File: src/rtl/debounce_multi.sv
// Multi-channel button debouncer with press/release edge pulses and long-press detection.
// Every channel has its own synchroniser, stability counter and hold counter.
module debounce_multi #(
   parameter int CHANNELS      = 4,
   parameter int STABLE_CYCLES = 32,
   parameter int LONG_CYCLES   = 50000,
   parameter bit ACTIVE_LOW    = 1'b0
) (
   input  logic                clk,
   input  logic                rst,
   input  logic [CHANNELS-1:0] button_in,
   output logic [CHANNELS-1:0] button_out,
   output logic [CHANNELS-1:0] press_pulse,
   output logic [CHANNELS-1:0] release_pulse,
   output logic [CHANNELS-1:0] long_pulse,
   output logic [CHANNELS-1:0] long_hold
);

   localparam int CW = $clog2(STABLE_CYCLES);
   localparam int HW = 24;
   localparam logic [CW-1:0] STABLE_LAST = CW'(STABLE_CYCLES - 1);
   localparam logic [HW-1:0] LONG_LAST   = HW'(LONG_CYCLES - 1);
   localparam logic [HW-1:0] LONG_MAX    = HW'(LONG_CYCLES);

   generate
      if (CHANNELS < 1 || CHANNELS > 32) begin : g_bad_channels
         $fatal(1, "debounce_multi: CHANNELS must be 1..32");
      end
      if (STABLE_CYCLES < 2 || STABLE_CYCLES > 65535) begin : g_bad_stable
         $fatal(1, "debounce_multi: STABLE_CYCLES must be 2..65535");
      end
      if (LONG_CYCLES <= STABLE_CYCLES || LONG_CYCLES > 16777215) begin : g_bad_long
         $fatal(1, "debounce_multi: LONG_CYCLES must exceed STABLE_CYCLES and fit in 24 bits");
      end
   endgenerate

   logic [CHANNELS-1:0] raw_in;
   logic [CHANNELS-1:0] sync1_q, sync1_d, sync2_q, sync2_d;
   logic [CHANNELS-1:0] button_out_q, button_out_d;
   logic [CHANNELS-1:0] press_pulse_q, press_pulse_d;
   logic [CHANNELS-1:0] release_pulse_q, release_pulse_d;
   logic [CHANNELS-1:0] long_pulse_q, long_pulse_d;
   logic [CHANNELS-1:0] long_hold_q, long_hold_d;
   logic [CW-1:0]       cnt_q  [CHANNELS];
   logic [CW-1:0]       cnt_d  [CHANNELS];
   logic [HW-1:0]       hold_q [CHANNELS];
   logic [HW-1:0]       hold_d [CHANNELS];

   // Inversion happens ahead of the synchroniser so a reset value of 0 is "released".
   assign raw_in = ACTIVE_LOW ? ~button_in : button_in;

   always_comb begin
      sync1_d = raw_in;
      sync2_d = sync1_q;
      for (int ch = 0; ch < CHANNELS; ch++) begin
         button_out_d[ch]    = button_out_q[ch];
         cnt_d[ch]           = '0;
         press_pulse_d[ch]   = 1'b0;
         release_pulse_d[ch] = 1'b0;
         long_pulse_d[ch]    = 1'b0;
         long_hold_d[ch]     = long_hold_q[ch];
         hold_d[ch]          = hold_q[ch];

         if (sync2_q[ch] != button_out_q[ch]) begin
            if (cnt_q[ch] == STABLE_LAST) begin
               button_out_d[ch]    = sync2_q[ch];
               press_pulse_d[ch]   = sync2_q[ch];
               release_pulse_d[ch] = ~sync2_q[ch];
            end else begin
               cnt_d[ch] = cnt_q[ch] + CW'(1);
            end
         end

         if (!button_out_q[ch]) begin
            hold_d[ch] = '0;
         end else if (hold_q[ch] != LONG_MAX) begin
            hold_d[ch] = hold_q[ch] + HW'(1);
         end

         // An accepted release on the same edge suppresses the long-press event.
         if (release_pulse_d[ch]) begin
            long_hold_d[ch] = 1'b0;
         end else if (button_out_q[ch] && hold_q[ch] == LONG_LAST) begin
            long_pulse_d[ch] = 1'b1;
            long_hold_d[ch]  = 1'b1;
         end
      end
   end

   // NOTE: state updates use <= so every flop samples pre-edge values; the counter
   // arrays are reset explicitly because abandoned counts must not survive a reset.
   always_ff @(posedge clk or posedge rst) begin
      if (rst) begin
         sync1_q         <= '0;
         sync2_q         <= '0;
         button_out_q    <= '0;
         press_pulse_q   <= '0;
         release_pulse_q <= '0;
         long_pulse_q    <= '0;
         long_hold_q     <= '0;
         for (int ch = 0; ch < CHANNELS; ch++) begin
            cnt_q[ch]  <= '0;
            hold_q[ch] <= '0;
         end
      end else begin
         sync1_q         <= sync1_d;
         sync2_q         <= sync2_d;
         button_out_q    <= button_out_d;
         press_pulse_q   <= press_pulse_d;
         release_pulse_q <= release_pulse_d;
         long_pulse_q    <= long_pulse_d;
         long_hold_q     <= long_hold_d;
         for (int ch = 0; ch < CHANNELS; ch++) begin
            cnt_q[ch]  <= cnt_d[ch];
            hold_q[ch] <= hold_d[ch];
         end
      end
   end

   assign button_out    = button_out_q;
   assign press_pulse   = press_pulse_q;
   assign release_pulse = release_pulse_q;
   assign long_pulse    = long_pulse_q;
   assign long_hold     = long_hold_q;

endmodule
File: config.mk
export PLATFORM = sky130hd
export DESIGN_NAME = debounce_multi
export DESIGN_NICKNAME = d
export VERILOG_FILES = /design/src/rtl/debounce_multi.sv
export SDC_FILE = /design/constraint.sdc
export NUM_CORES = 1
export LEC_CHECK = 0
export CAP_MARGIN = 20
export CORE_ASPECT_RATIO = 0.5
export CORE_MARGIN = 5
export CORE_UTILIZATION = 62
export CTS_BUF_LIST = sky130_fd_sc_hd__clkbuf_4
export CTS_CLUSTER_DIAMETER = 150
export CTS_CLUSTER_SIZE = 24
export DETAILED_ROUTE_END_ITERATION = 10
export PLACE_DENSITY = 0.81
export SKIP_CTS_REPAIR_TIMING = 1
export SYNTH_ARGS = -nofsm -noshare
export SYNTH_HDL_FRONTEND = slang
export SYNTH_SLANG_ARGS = --single-unit
File: constraint.sdc
create_clock -name clk -period 12.9 [get_ports clk]
set_clock_uncertainty 0.1 [all_clocks]
set_input_delay 2.58 -clock clk [delete_from_list [all_inputs] [get_ports clk]]
set_output_delay 2.58 -clock clk [all_outputs]
set_load 0.01 [all_outputs]
==> results of run 1 <==
-- cell usage in the layout, fill, tap and decap left out, types with 2 or more instances in the layout --
cell type / instances
a21oi_1: 34
and2_1: 11
and3_1: 14
and4_1: 18
bufinv_16: 5
clkbuf_4: 17
clkdlybuf4s50_1: 25
clkinv_2: 2
clkinvlp_4: 6
dfrtp_1: 144
ha_1: 16
inv_1: 25
mux2i_1: 14
nand2_1: 54
nand2b_1: 15
nand3_1: 42
nand3b_1: 5
nand4_1: 27
nor2_1: 72
nor3_1: 14
nor3b_1: 4
nor4_1: 14
nor4b_1: 5
nor4bb_1: 4
o21ai_0: 18
o22a_1: 2
o31ai_1: 18
or3_1: 17
or4_1: 17
or4_4: 2
xnor2_1: 16
xor2_1: 41
-- cell type report --
| class | count | area (um^2) |
|---|---|---|
| fill | 791 | 3328 |
| timing repair buffer | 26 | 257.7 |
| clock buffer | 17 | 127.6 |
| clock inverter | 15 | 217.7 |
| inverter | 26 | 102.6 |
| tap | 145 | 181.4 |
| multi-input combinational | 504 | 3161 |
| sequential | 144 | 3603 |
-- layer usage --
metal / global-route usage (%) / part of all wire [%]
met1: 28.38 / 46
met2: 34.70 / 48
met3: 5.337 / 5.0
met4: 6.167 / 0.76
met5: 0 / 0
-- through the flow --
step | instance area, um^2 | std cells | setup slack, ps | util [%] | power (mW)
2_1_floorplan | 6975 | 700 | 6354 | - | 0.4782
3_3_place_gp | 7306 | 845 | 8295 | 66.54 | 0.4838
3_5_place_dp | 7306 | 845 | 8281 | 66.54 | 0.4845
4_1_cts | 7651 | 877 | 8376 | 69.69 | 0.8199
5_1_grt | 7651 | 877 | 8289 | 69.69 | 0.8443
6_report | 7651 | 877 | 8407 | 69.69 | 0.8140
-- final timing paths --
check	from	end	slack (ps)
max	button_out[0]	button_out[0]	8410
min	sync1_q[3]	sync2_q[3]	270
max reg2reg	button_out[3]	long_hold[3]	10610
min reg2reg	sync1_q[3]	sync2_q[3]	270
max in group asynchronous	rst	press_pulse[2]	8970
min in group asynchronous	rst	hold_q[56]	2380
-- state kept, by name, indices dropped and copies added (netlist names) --
signal and cells:
button_out 4, hold_q 96, sync1_q 4, cnt_q 20, press_pulse 4, long_hold 4
long_pulse 4, sync2_q 4, release_pulse 4
-- synthesized netlist by cell type, types with 6 or more instances --
cell type and n:
o31ai_1 18, mux2i_1 14, clkbuf_1 16, nand2b_1 15
nand3_1 42, o21ai_0 18, nor4_1 14, and4_1 18
ha_1 16, or4_1 17, nor2_1 72, buf_2 6
inv_1 26, xor2_1 41, or3_1 17, nor3_1 14
nand4_1 27, nand2_1 54, xnor2_1 16, dfrtp_1 144
and3_1 14, a21oi_1 34, and2_1 11
-- logic make-up (layout without fill, tap and decap cells) --
kind of cell,count (synthesis),count (layout),synth area share [%]
AND/OR/NAND/NOR,340,340,26.80
flip-flops,144,144,51.66
AO/OA/AOI/OAI,77,77,6.476
XOR/XNOR,57,57,7.157
buffers and inverters,52,84,3.031
adder cells (fa/ha/maj),16,16,2.870
multiplexers,14,14,2.009
-- power groups by stage --
stage / clock, mW / combinational [mW] / sequential (mW)
finish: 0.339 / 0.0162 / 0.459
global route: 0.365 / 0.0199 / 0.459
CTS: 0.344 / 0.0172 / 0.459
detailed placement: 0 / 0.0170 / 0.467
global placement: 0 / 0.0166 / 0.467
floorplan: 0 / 0.0115 / 0.467
-- worst register-to-register path, stage by stage (launching register included) --
cell and delay, ps:
dfrtp_1 580, inv_1 430, or3_1 470, or4_1 440, a21oi_1 190
==> run_summary.xml, run 1 <==
<?xml version="1.0" encoding="UTF-8"?>
<metrics>
  <group name="status">
    <metric name="outcome" unit="">finished clean</metric>
  </group>
  <group name="clock_network">
    <metric name="cts_max_path_buffers" unit="">2</metric>
    <metric name="cts_tree" unit="">built</metric>
    <metric name="cts.sinks" unit="">144</metric>
    <metric name="ctsRootBufferMaster" unit="">clkbuf_4</metric>
    <metric name="worst_setup_hold_path_clk_slew" unit="ps">130</metric>
    <metric name="insertion_delay" unit="ps">530</metric>
    <metric name="cts-htree-levels" unit="">4</metric>
    <metric name="cts_inserted_buffers" unit="">17</metric>
  </group>
  <group name="global_routing">
    <metric name="grt_pass1_vias" unit="">5149</metric>
    <metric name="antenna_found_initial" unit="">0</metric>
    <metric name="gr_util_all_layers" unit="%">21.16</metric>
    <metric name="grt_start_max_net_pins" unit="">74</metric>
    <metric name="globalRoute.totalOverflow" unit="">0</metric>
    <metric name="first_pass_grt_wire_length" unit="um">23880</metric>
  </group>
  <group name="timing">
    <metric name="fin_hold_ws" unit="ps">266.8</metric>
    <metric name="report.final.setup_viol" unit="">0</metric>
    <metric name="worst_pin_slew" unit="ps">898.6</metric>
    <metric name="timing.final.crit_period" unit="ps">4493</metric>
    <metric name="max_freq" unit="GHz">0.2226</metric>
    <metric name="finalCritPeriodShare" unit="%">34.83</metric>
    <metric name="drv_slew" unit="">0</metric>
    <metric name="setup_repair_after_global_routing_missed_its_margin" unit="">false</metric>
    <metric name="slew_margin_rel" unit="%">40.10</metric>
    <metric name="final_hold_viol_count" unit="">0</metric>
    <metric name="setup_tns" unit="ps">0</metric>
  </group>
  <group name="critical_path">
    <metric name="critical_path_cell_by_cell" unit="">clkdlybuf4s50_1</metric>
    <metric name="cpMaxStageDelayCell" unit="">dfrtp_1</metric>
    <metric name="reg2reg_depth" unit="">4</metric>
    <metric name="worst_setup_path_start_kind" unit="">register</metric>
    <metric name="path_buf_inv" unit="">1</metric>
    <metric name="cp.required" unit="ps">10220</metric>
    <metric name="worstSetupPathType" unit="">register to primary output</metric>
    <metric name="worst_path_largest_cell_delay" unit="ps">650</metric>
    <metric name="critical-path-top-delay-family" unit="">flip-flops</metric>
    <metric name="critical_path.endpoint_type" unit="">primary output</metric>
    <metric name="cp.depth" unit="">1</metric>
    <metric name="critical_path_arrival" unit="ps">1810</metric>
    <metric name="critPathMaxFanout" unit="">14</metric>
  </group>
  <group name="synthesis">
    <metric name="yosysTopAreaCellShare" unit="%">51.66</metric>
    <metric name="synth_edf_count" unit="">0</metric>
    <metric name="seq_area_frac_synth" unit="%">51.66</metric>
    <metric name="synth_cells" unit="">700</metric>
    <metric name="netlist-cell-type-count" unit="">41</metric>
    <metric name="ys_top_cells_by_area" unit="">dfrtp_1, xor2_1, nor2_1, nand3_1, nand2_1</metric>
    <metric name="syn_nets" unit="">722</metric>
    <metric name="asyncSetResetFlopFracSynth" unit="%">100.0</metric>
    <metric name="synth.avg_cell_area" unit="um^2">9.965</metric>
    <metric name="syn_area" unit="um^2">6975</metric>
    <metric name="netlist.top_cell.by_area" unit="">dfrtp_1</metric>
    <metric name="synth-warning-count" unit="">0</metric>
    <metric name="synth.ff_latch_count" unit="">144</metric>
    <metric name="predominant_post_synthesis_flop_cell" unit="">dfrtp_1</metric>
  </group>
  <group name="die">
    <metric name="area_of_the_placeable_core" unit="um^2">10980</metric>
    <metric name="floorplan.die_area" unit="um^2">13600</metric>
    <metric name="fp.dieH" unit="um">85</metric>
    <metric name="number_of_ports_placed_on_the_die_boundary" unit="">26</metric>
    <metric name="fp-row-count" unit="">27</metric>
    <metric name="start_util" unit="%">63.53</metric>
    <metric name="die_extent_in_x" unit="um">160.0</metric>
  </group>
  <group name="route">
    <metric name="routed_wl" unit="um">13570</metric>
    <metric name="detail_route.iter0.violations" unit="">519</metric>
    <metric name="drc" unit="">0</metric>
    <metric name="dr.pass1.iters" unit="">5</metric>
    <metric name="vias_per_cell" unit="">6.023</metric>
    <metric name="drt-wirelength-per-cell" unit="um">15.47</metric>
    <metric name="total_via_count_in_the_routed_design" unit="">5282</metric>
    <metric name="detail-route-antenna-nets" unit="">0</metric>
  </group>
  <group name="power">
    <metric name="share_seq_of_total_power" unit="%">56.4</metric>
    <metric name="total_leakage_power" unit="nW">3.053</metric>
    <metric name="p_per_area" unit="nW/um^2">106.4</metric>
    <metric name="netSwitchingFraction" unit="%">22.37</metric>
    <metric name="power_frac_comb" unit="%">2.0</metric>
    <metric name="switchingPower" unit="uW">182.1</metric>
    <metric name="cellInternalPower" unit="uW">631.9</metric>
    <metric name="share_clk_of_total_power" unit="%">41.6</metric>
    <metric name="max-vdd-ir-drop" unit="uV">65.14</metric>
  </group>
  <group name="run">
    <metric name="max_cap_viol_count" unit="">0</metric>
  </group>
  <group name="placement">
    <metric name="gp_congestion" unit="">0.8575</metric>
    <metric name="placement.io_buffers" unit="">25</metric>
    <metric name="dp_hpwl" unit="um">9013</metric>
  </group>
  <group name="worst_hold_path">
    <metric name="min_path_type" unit="">register to register</metric>
    <metric name="min_delay_path_depth" unit="">0</metric>
  </group>
  <group name="final_layout">
    <metric name="finish.net_count" unit="">741</metric>
    <metric name="fraction_of_layout_cells_with_a_size_suffix_above_1" unit="%">5.055</metric>
    <metric name="diodes_inserted" unit="">0</metric>
    <metric name="layout_area_growth_over_synthesis" unit="%">9.686</metric>
  </group>
</metrics>
Power figures use the tool's default switching activity.
==> run 2: changes to the inputs <==
clock period = 4.37 ns   (was 12.9 ns; I/O delays follow)
==> run_summary.xml, run 2 (synthesis results as in run 1) <==
<?xml version="1.0" encoding="UTF-8"?>
<metrics>
  <group name="die">
    <metric name="fp.dieH" unit="um">85</metric>
    <metric name="area_of_the_placeable_core" unit="um^2">10980</metric>
    <metric name="fp-row-count" unit="">27</metric>
    <metric name="start_util" unit="%">63.53</metric>
    <metric name="floorplan.die_area" unit="um^2">13600</metric>
    <metric name="die_extent_in_x" unit="um">160.0</metric>
    <metric name="number_of_ports_placed_on_the_die_boundary" unit="">26</metric>
  </group>
  <group name="clock_network">
    <metric name="cts-htree-levels" unit="">4</metric>
    <metric name="cts_inserted_buffers" unit="">17</metric>
    <metric name="ctsRootBufferMaster" unit="">clkbuf_4</metric>
    <metric name="cts_tree" unit="">built</metric>
    <metric name="cts_max_path_buffers" unit="">2</metric>
    <metric name="cts.sinks" unit="">144</metric>
    <metric name="worst_setup_hold_path_clk_slew" unit="ps">120</metric>
    <metric name="insertion_delay" unit="ps">540</metric>
  </group>
  <group name="critical_path">
    <metric name="cpMaxStageDelayCell" unit="">dfrtp_1</metric>
    <metric name="path_buf_inv" unit="">1</metric>
    <metric name="cp.required" unit="ps">3400</metric>
    <metric name="critical_path_cell_by_cell" unit="">clkdlybuf4s50_1</metric>
    <metric name="critical-path-top-delay-family" unit="">flip-flops</metric>
    <metric name="worst_setup_path_start_kind" unit="">register</metric>
    <metric name="worst_r2r_startpoint" unit="">button_out[3]</metric>
    <metric name="critPathLaunch" unit="">button_out[1]</metric>
    <metric name="worstSetupPathType" unit="">register to primary output</metric>
    <metric name="critPathMaxFanout" unit="">15</metric>
    <metric name="worst_path_largest_cell_delay" unit="ps">630</metric>
    <metric name="critical_path_arrival" unit="ps">1790</metric>
    <metric name="critical_path.endpoint_type" unit="">primary output</metric>
  </group>
  <group name="route">
    <metric name="vias_per_cell" unit="">5.893</metric>
    <metric name="dr.pass1.iters" unit="">4</metric>
    <metric name="drt-wirelength-per-cell" unit="um">15.02</metric>
    <metric name="routed_wl" unit="um">13150</metric>
    <metric name="drc" unit="">0</metric>
    <metric name="total_via_count_in_the_routed_design" unit="">5162</metric>
    <metric name="detail_route.iter0.violations" unit="">355</metric>
    <metric name="detail-route-antenna-nets" unit="">0</metric>
  </group>
  <group name="placement">
    <metric name="dp_hpwl" unit="um">8854</metric>
    <metric name="placement.setup.worst_slack" unit="ps">2003</metric>
    <metric name="placed_cells_incl_taps" unit="">845</metric>
    <metric name="placement.io_buffers" unit="">25</metric>
    <metric name="gp_congestion" unit="">0.8328</metric>
  </group>
  <group name="final_layout">
    <metric name="layout_commonest_cell" unit="">dfrtp_1</metric>
    <metric name="layout_area_growth_over_synthesis" unit="%">9.417</metric>
    <metric name="diodes_inserted" unit="">0</metric>
    <metric name="finish.cell_count_without_fillers" unit="">876</metric>
    <metric name="reg.largest.list" unit="">hold_q x96, cnt_q x20</metric>
    <metric name="fraction_of_layout_cells_with_a_size_suffix_above_1" unit="%">4.788</metric>
    <metric name="number_of_flip_flops_under_the_largest_register_name" unit="">96</metric>
    <metric name="register_name_with_the_most_flops" unit="">hold_q</metric>
    <metric name="number_of_fill_cells_in_the_layout" unit="">823</metric>
    <metric name="finish.net_count" unit="">741</metric>
    <metric name="most-common-layout-cells" unit="">dfrtp_1, nor2_1, nand2_1</metric>
  </group>
  <group name="timing">
    <metric name="report.final.setup_viol" unit="">0</metric>
    <metric name="drv_slew" unit="">0</metric>
    <metric name="setup_tns" unit="ps">0</metric>
    <metric name="final_hold_viol_count" unit="">0</metric>
    <metric name="worst_pin_slew" unit="ps">678.5</metric>
    <metric name="timing.final.crit_period" unit="ps">2763</metric>
    <metric name="fin_hold_ws" unit="ps">260.1</metric>
    <metric name="finalCritPeriodShare" unit="%">63.23</metric>
    <metric name="setup_ws" unit="ps">1607</metric>
    <metric name="max_freq" unit="GHz">0.3619</metric>
    <metric name="setup_repair_after_global_routing_missed_its_margin" unit="">false</metric>
    <metric name="slew_margin_rel" unit="%">54.72</metric>
  </group>
  <group name="global_routing">
    <metric name="globalRoute.totalOverflow" unit="">0</metric>
    <metric name="grt_pass1_vias" unit="">5094</metric>
    <metric name="antenna_found_initial" unit="">0</metric>
    <metric name="gr_util_all_layers" unit="%">21.13</metric>
    <metric name="grt_start_max_net_pins" unit="">127</metric>
    <metric name="first_pass_grt_wire_length" unit="um">23690</metric>
  </group>
  <group name="worst_hold_path">
    <metric name="min_path_type" unit="">register to register</metric>
    <metric name="min_from" unit="">sync1_q[2]</metric>
  </group>
  <group name="status">
    <metric name="outcome" unit="">finished clean</metric>
  </group>
  <group name="power">
    <metric name="total_leakage_power" unit="nW">3.054</metric>
    <metric name="p_per_area" unit="nW/um^2">307.8</metric>
    <metric name="max-vdd-ir-drop" unit="uV">143.6</metric>
  </group>
  <group name="run">
    <metric name="max_cap_viol_count" unit="">0</metric>
  </group>
</metrics>
==> run 2: area by class of cell <==
cell class / instances / area [um^2] / area share [%]
repair buffers: 26 / 270.3 / 3.541
inverters: 26 / 101.3 / 1.328
clock buffers: 17 / 127.6 / 1.672
well taps: 145 / 181.4 / 2.377
multi-input cells: 504 / 3161 / 41.41
flip-flops and latches: 144 / 3603 / 47.21
clock inverters: 14 / 187.7 / 2.459
==> run 2: stage by stage <==
step | total power [mW] | utilization (%) | instance area, um^2
after floorplan | 1.412 | - | 6979
after global placement | 1.429 | 66.64 | 7317
after detailed placement | 1.432 | 66.64 | 7317
after CTS | 2.378 | 69.52 | 7632
after global routing | 2.453 | 69.52 | 7632
final | 2.349 | 69.52 | 7632
==> run 2: path summary, 6_finish.rpt <==
kind / end / slack (ps) / cells past startpoint
worst max register to register: long_hold[3] / 2190 / 4
worst min-delay path: sync2_q[2] / 260 / 0
worst min register to register: sync2_q[2] / 260 / 0
min in group asynchronous: hold_q[81] / 560 / 2
max in group asynchronous: hold_q[1] / 2620 / 3
worst max-delay path: button_out[1] / 1610 / 1
==> run 2: power breakdown <==
group	internal [mW]	total, mW	switching [mW]
Combinational	0.0153	0.0499	0.0346
Clock	0.451	0.945	0.494
Sequential	1.34	1.35	0.00947
Total	1.81	2.35	0.538
==> run 2: routing by layer <==
metal	up-vias	global-route usage (%)	share of wire, %
li1	2540	-	-
met4	0	6.792	1.3
met3	17	4.512	3.0
met1	2532	27.86	47
met5	-	0	0
met2	73	35.55	48
